**src/rtl/mdu_iter.sv**
```systemverilog
// Iterative multiply/divide unit: radix-2 shift-add multiply and restoring divide,
// signed or unsigned, owning the HI/LO result registers.
module mdu_iter #(
  parameter int WIDTH = 32
) (
  input  logic             clk,
  input  logic             reset,
  input  logic             start,
  input  logic [2:0]       op,
  input  logic [WIDTH-1:0] da,
  input  logic [WIDTH-1:0] db,
  input  logic             flush,
  output logic             busy,
  output logic             done,
  output logic             div0,
  output logic [WIDTH-1:0] hi,
  output logic [WIDTH-1:0] lo
);

  localparam int CW = (WIDTH > 1) ? $clog2(WIDTH) : 1;

  localparam logic [1:0] S_IDLE = 2'd0;
  localparam logic [1:0] S_CALC = 2'd1;
  localparam logic [1:0] S_FIX  = 2'd2;

  localparam logic [CW-1:0] CNT_INIT = CW'(WIDTH - 1);

  logic [1:0]       state_q,  state_d;
  logic [CW-1:0]    cnt_q,    cnt_d;
  logic [WIDTH-1:0] opb_q,    opb_d;
  logic [WIDTH:0]   acc_q,    acc_d;
  logic [WIDTH-1:0] work_q,   work_d;
  logic             is_div_q, is_div_d;
  logic             qneg_q,   qneg_d;
  logic             rneg_q,   rneg_d;
  logic             zero_q,   zero_d;
  logic             done_q,   done_d;
  logic             div0_q,   div0_d;
  logic [WIDTH-1:0] hi_q,     hi_d;
  logic [WIDTH-1:0] lo_q,     lo_d;

  // Operand preparation at accept time.
  logic             is_signed;
  logic             a_neg;
  logic             b_neg;
  logic [WIDTH-1:0] a_mag;
  logic [WIDTH-1:0] b_mag;
  logic             b_zero;

  // The most-negative value negates to itself, which read unsigned is its magnitude.
  assign is_signed = ~op[0];
  assign a_neg     = is_signed & da[WIDTH-1];
  assign b_neg     = is_signed & db[WIDTH-1];
  assign a_mag     = a_neg ? -da : da;
  assign b_mag     = b_neg ? -db : db;
  assign b_zero    = (db == '0);

  // One iteration of each algorithm on the shared acc/work datapath.
  logic [WIDTH:0]     mul_sum;
  logic [WIDTH:0]     div_shift;
  logic [WIDTH:0]     div_diff;
  logic               div_ge;
  logic [2*WIDTH-1:0] prod;
  logic [2*WIDTH-1:0] prod_fix;
  logic [WIDTH-1:0]   quo_fix;
  logic [WIDTH-1:0]   rem_fix;

  assign mul_sum   = acc_q + (work_q[0] ? {1'b0, opb_q} : '0);
  assign div_shift = {acc_q[WIDTH-1:0], work_q[WIDTH-1]};
  assign div_ge    = (div_shift >= {1'b0, opb_q});
  assign div_diff  = div_shift - {1'b0, opb_q};

  assign prod     = {acc_q[WIDTH-1:0], work_q};
  assign prod_fix = qneg_q ? -prod : prod;
  assign quo_fix  = qneg_q ? -work_q : work_q;
  assign rem_fix  = rneg_q ? -acc_q[WIDTH-1:0] : acc_q[WIDTH-1:0];

  always_comb begin
    // NOTE: every next-state signal gets a hold default first so no path leaves it unassigned (no latches).
    state_d  = state_q;
    cnt_d    = cnt_q;
    opb_d    = opb_q;
    acc_d    = acc_q;
    work_d   = work_q;
    is_div_d = is_div_q;
    qneg_d   = qneg_q;
    rneg_d   = rneg_q;
    zero_d   = zero_q;
    done_d   = 1'b0;
    div0_d   = div0_q;
    hi_d     = hi_q;
    lo_d     = lo_q;

    if (flush) begin
      // Abort wins over both a pending start and any in-flight op.
      state_d = S_IDLE;
    end else begin
      case (state_q)
        S_IDLE: begin
          if (start) begin
            if (op[2] && !op[1]) begin
              if (op[0]) lo_d = da;
              else       hi_d = da;
            end else if (!op[2]) begin
              state_d  = S_CALC;
              cnt_d    = CNT_INIT;
              is_div_d = op[1];
              zero_d   = op[1] & b_zero;
              div0_d   = 1'b0;
              acc_d    = '0;
              if (op[1] && b_zero) begin
                // Raw dividend with divisor 0 yields quotient all ones, remainder da.
                opb_d  = '0;
                work_d = da;
                qneg_d = 1'b0;
                rneg_d = 1'b0;
              end else begin
                opb_d  = b_mag;
                work_d = a_mag;
                qneg_d = a_neg ^ b_neg;
                rneg_d = a_neg;
              end
            end
          end
        end

        S_CALC: begin
          if (zero_q) div0_d = 1'b1;
          if (is_div_q) begin
            acc_d  = div_ge ? div_diff : div_shift;
            work_d = {work_q[WIDTH-2:0], div_ge};
          end else begin
            acc_d  = {1'b0, mul_sum[WIDTH:1]};
            work_d = {mul_sum[0], work_q[WIDTH-1:1]};
          end
          cnt_d = cnt_q - 1'b1;
          if (cnt_q == '0) state_d = S_FIX;
        end

        S_FIX: begin
          if (is_div_q) begin
            hi_d = rem_fix;
            lo_d = quo_fix;
          end else begin
            hi_d = prod_fix[2*WIDTH-1:WIDTH];
            lo_d = prod_fix[WIDTH-1:0];
          end
          done_d  = 1'b1;
          state_d = S_IDLE;
        end

        default: state_d = S_IDLE;
      endcase
    end
  end

  // NOTE: state is only ever updated with non-blocking assignments so all flops sample the same pre-edge values.
  always_ff @(posedge clk or negedge reset) begin
    if (!reset) begin
      state_q  <= S_IDLE;
      cnt_q    <= '0;
      opb_q    <= '0;
      acc_q    <= '0;
      work_q   <= '0;
      is_div_q <= 1'b0;
      qneg_q   <= 1'b0;
      rneg_q   <= 1'b0;
      zero_q   <= 1'b0;
      done_q   <= 1'b0;
      div0_q   <= 1'b0;
      hi_q     <= '0;
      lo_q     <= '0;
    end else begin
      state_q  <= state_d;
      cnt_q    <= cnt_d;
      opb_q    <= opb_d;
      acc_q    <= acc_d;
      work_q   <= work_d;
      is_div_q <= is_div_d;
      qneg_q   <= qneg_d;
      rneg_q   <= rneg_d;
      zero_q   <= zero_d;
      done_q   <= done_d;
      div0_q   <= div0_d;
      hi_q     <= hi_d;
      lo_q     <= lo_d;
    end
  end

  assign busy = (state_q != S_IDLE);
  assign done = done_q;
  assign div0 = div0_q;
  assign hi   = hi_q;
  assign lo   = lo_q;

endmodule

```
**config.mk**
```make
export PLATFORM = sky130hd
export DESIGN_NAME = mdu_iter
export DESIGN_NICKNAME = d
export VERILOG_FILES = /design/src/rtl/mdu_iter.sv
export SDC_FILE = /design/constraint.sdc
export NUM_CORES = 1
export LEC_CHECK = 0
export ABC_CLOCK_PERIOD_IN_PS = 3510
export BUFFER_PORTS_ARGS = -buffer_cell sky130_fd_sc_hd__buf_2
export CORE_AREA = 2 2 210 212
export CTS_CLUSTER_DIAMETER = 150
export DETAILED_ROUTE_END_ITERATION = 16
export DIE_AREA = 0 0 212 214
export GPL_TIMING_DRIVEN = 0
export HOLD_SLACK_MARGIN = 0.08
export SYNTH_ARGS = -nofsm -noshare
export SYNTH_HDL_FRONTEND = slang
export SYNTH_SLANG_ARGS = --single-unit
```
**constraint.sdc**
```tcl
create_clock -name clk -period 3.51 [get_ports clk]
set_clock_uncertainty 0.15 [all_clocks]
set_input_delay 0.702 -clock clk [delete_from_list [all_inputs] [get_ports clk]]
set_output_delay 0.702 -clock clk [all_outputs]
set_load 0.02 [all_outputs]
```
Word level (Yosys, flattened, before mapping)
Index checks and enable logic that the tools add are counted.

Bits in registers: 174. Output and inout port bits: 67.

Reduce and logical (&&, ||, !) cells: 15. Muxes and demuxes: 48. Magnitude comparators: 1. Equality and inequality tests: 13. Add/subtract/negate cells: 8. Bitwise operators: 8.

Operator list (number): 2-to-1 mux 32 bit (19); case mux 32 bit (2 select lines) (3); 2-to-1 mux 33 bit (5); negator 32 bit (4); case mux 33 bit (2 select lines) (1); 2-to-1 mux 64 bit (1); negator 64 bit (1); adder 33 x 32 -> 33 bit (1); >= comparator 33 x 32 -> 1 bit (1); subtractor 33 x 32 -> 33 bit (1); zero test 32 bit (1); AND reduction 5 bit (4); 2-to-1 mux 5 bit (3); inequality test 2 bit (second input constant) (7); inequality test 3 bit (second input constant) (4); 2-to-1 mux 2 bit (5); case mux 5 bit (2 select lines) (1); 2-to-1 mux 1 bit (8); AND reduction 6 bit (1); nonzero test 2 bit (3); zero test 5 bit (1); subtractor 5 x 1 -> 5 bit (second input constant) (1); NOT 1 bit (4); case mux 2 bit (2 select lines) (1); 9 further kinds (12).

Longest topological paths before layout
Depth after elaboration: 8. Gate-level depth with buffers: 14. Depth with buffers taken out: 13.

Least setup slack after synthesis
No wires, ideal clock.

Kind: input -> register. Start point: input port db[0]. End point: register work_q[10]. Slack: -3 ps. Library setup time: 126 ps. Arrival: 3236 ps. Stages on the path: 13. Data required time: 3234 ps. Path through: inv_1 -> ha_1 -> or3b_2 -> nor4_2 -> and4_1 -> and4b_1 -> nor2_1 -> and2_1 -> clkbuf_1 -> buf_6 -> o31ai_1 -> xnor2_1 -> a221o_1.

Longest elaborated chain between the ends: 7.

Ends and longest elaborated chain: start: declaration (line 11) `input logic [WIDTH-1:0] db,`; zero test 32 bit (line 56) `assign b_zero = (db == '0);`; logical AND 1 bit (line 111) `if (op[1] && b_zero) begin`; 2-to-1 mux 32 bit (line 111); 2-to-1 mux 32 bit (line 104) `end else if (!op[2]) begin`; 2-to-1 mux 32 bit (line 101) `if (op[2] && !op[1]) begin`; 2-to-1 mux 32 bit (line 100) `if (start) begin`; case mux 32 bit (2 select lines) (line 98) `case (state_q)`; end signal: assignment (line 178) `work_q <= work_d;`; end: declaration (line 32) `logic [WIDTH-1:0] work_q, work_d;`.

Every way passes these cells. The select of a mux whose other input is x is not followed. A chain may end at the register's enable or synchronous reset.

Final worst setup path
Start point: register acc_q[1]. End point: register acc_q[24].

Longest elaborated chain between the ends: 4. Elaborated cells between the ends (all ways): 6.

Ends and longest elaborated chain: start: declaration (line 31) `logic [WIDTH:0] acc_q, acc_d;`; start signal: assignment (line 163) `acc_q <= '0;`; start signal: assignment (line 177) `acc_q <= acc_d;`; subtractor 33 x 32 -> 33 bit / >= comparator 33 x 32 -> 1 bit (equally long branches) (line 71, 70); 2-to-1 mux 33 bit (line 130) `acc_d = div_ge ? div_diff : div_shift;`; 2-to-1 mux 33 bit * (line 129) `if (is_div_q) begin`; case mux 33 bit (2 select lines) * (line 98).

Every way passes the cells marked *; elsewhere a longest branch is shown, timed or not.

==> metrics.txt <==
Fin. Hold Viols 0; via count approximately 15000; Final Wtd Congestion approximately 0.95; synthesized cell area 14500 um^2; Pre-antenna DRT Iters 5; Reg area 4370 um^2; fmax roughly 0.29 GHz; PortBufs 136; clock root cell clkbuf_16; post-route design area 17000 um^2; largest cells by area after synthesis dfrtp_1 (30%), xnor2_1 (6.4%), nand2_1 (6.1%); ANT cells 0; Post-DP Area 16000 um^2; initial DRC count approximately 1400; area occupied by multi-input gates 9830 um^2; GRT Total Usage 26.1%; worst-margin pin slew 1.11 ns; placed wire-length estimate roughly 47000 um; CTS sink count 174; Cell variety after synth 75; Mapped Cells 1848; number of synthesized flops with an enable pin 0; Max FO, Critical Path 9; fillcell total roughly 4500; Core Area 42900 um^2; Worst Path Arrival 3.61 ns; worst slack at placement -1.09 ns; Hold WC Path Type input port to async pin; Final setup viols 0; H-tree depth 4; clock latency on the worst-skew pair between 0.4 and 0.5 ns; vias per std cell around 6; Static Leak 7.37 nW; Site Rows 76; crit share post-route 97.8%; most common library cells after synthesis nand2_1 (235), nor2_1 (179), dfrtp_1 (174); outcome finished, final reports clean; crit path launch type flop; initial antenna violation count 0; Initial Util 33.9%; fin. max-slew vios 0; Hold Slack 0.0873 ns; final setup margin 0.0764 ns; Tmin final 3.43 ns; WL final between 50000 and 60000 um; largest net degree at the start of global routing 90; max cap viols 0; sequential fraction of the synthesis area 29.9%; ys async rst share 100%; Slew headroom 25.8%; cell with the largest stage delay on the worst path dfrtp_1; layout cells sized above 1 ~14%; most frequent cell after synthesis nand2_1; Crit Path Class flop to flop; Clock Pin Slew Worst Setup and Hold Paths 0.08 ns; Avg Inst Size Synth 7.87 um^2; Yosys warnings 0; DR WL/cell 22.7 um; nets@finish 2154; die area 45400 um^2; worst flop-to-flop path startpoint acc_q[1]; Power per Cell Area 995 nW/um^2; vias in the first global route 14700; CTS tree built; top-area cell type share of the netlist area 29.9%; Ports around 140; first-pass GRT wire length 90600 um; flops & latches, synth 174; critical path capture point type flop; DIE HEIGHT 214 um; Critical Path RT 3.69 ns; CTS max path bufs 2; Max IR drop VDD about 0.59 mV; Final ANT Viol Nets 0; DRC Markers 0; Synth area leader dfrtp_1; P&R area growth vs syn 17.0%; Critical Path Max Stage Delay roughly 0.42 ns; Num CTS Buffers 17; Die W around 210 um; critical path, cell by cell ha_1 > a21oi_1 > a2111oi_1 > or2_2 > a31o_2 > a211oi_2 > o21bai_1 > buf_4 > mux2_2 > a32oi_1 > o21ai_0; Crit path max-delay family compound AO/OA/AOI/OAI gates; GRT overflow 0; source of the critical timing path acc_q[1]; Top FF cell, synth dfrtp_1; Syn Nets 1991; Crit path buffers/inverters 1
-- per-stage QoR --
step	instances	power, W	utilization, %	TNS, ns
after floorplan	1848	0.0108	-	0
after global placement	2569	0.0141	37.2	-276.98
after detailed placement	2570	0.0142	37.3	-37.83
after CTS	2605	0.0164	39.1	0
after global routing	2609	0.0181	39.7	-0.0511
final	2609	0.0169	39.7	0
-- layout by cell type (no fill, tap or decap), drive strengths merged, types with 55 or more instances in the layout --
cell type  instances
a21oi            136
o21ai            163
xnor2            106
ha                70
nor3              58
xor2              71
mux2i             55
buf              174
dfrtp            174
nor2             179
nand2            235
inv               79
o31ai             55
clkbuf            90
-- metal layers --
layer	routed length [um]	track usage [%]	part of all wire, %	vias to the layer above
met2	27400	42.3	46	687
met5	0	0	0	-
li1	-	-	-	6976
met4	2530	11.5	4.3	0
met1	25100	34.3	42	7456
met3	4240	3.87	7.2	115
-- power by group --
part	internal, W	total (W)	switching, W
logic	0.00416	0.0110	0.00681
registers	0.00282	0.00401	0.00119
clock network	0.000947	0.00196	0.00101
total	0.00792	0.0169	0.00901
-- registers in the layout, indices dropped and copies added, names as in the netlist --
signal	cells
hi	32
rneg_q	1
lo	32
done	1
acc_q	33
is_div_q	1
cnt_q	5
opb_q	32
qneg_q	1
work_q	32
zero_q	1
state_q	2
div0	1
-- final timing paths --
| kind | depth (start not counted) | slack [ns] | end |
|---|---|---|---|
| setup / recovery | 11 | 0.08 | acc_q[24] |
| hold / removal | 1 | 0.09 | work_q[15] |
| setup reg to reg | 11 | 0.08 | acc_q[24] |
| hold reg to reg | 2 | 0.33 | lo[29] |
| max in group asynchronous | 2 | 2.18 | acc_q[13] |
| min in group clk | 2 | 0.33 | lo[29] |
-- what timing repair did --
item	4_1_cts	5_1_grt
setup endpoints to repair	66	71
gates resized for setup	51	53
cloned	0	0
pin swaps	7	16
setup buffers	7	9
hold buffers	0	0
-- cell type report --
cell class              instances  share of cell area, %
well taps                     585                   4.30
multi-input cells            1498                   57.7
repair buffers                153                   4.93
clock inverters                15                  0.897
clock buffers                  17                   2.50
plain buffers                  94                   2.35
inverters                      73                   1.61
flip-flops and latches        174                   25.7
-- cells by family after synthesis --
| family | after synthesis | synth area share [%] |
|---|---|---|
| simple gates | 639 | 20.2 |
| buf+inv | 176 | 4.65 |
| xor+xnor | 177 | 10.7 |
| mux | 59 | 4.10 |
| compound gates | 551 | 24.1 |
| flops | 174 | 29.9 |
| fa+ha+maj | 72 | 6.30 |
Power figures use the tool's default switching activity.
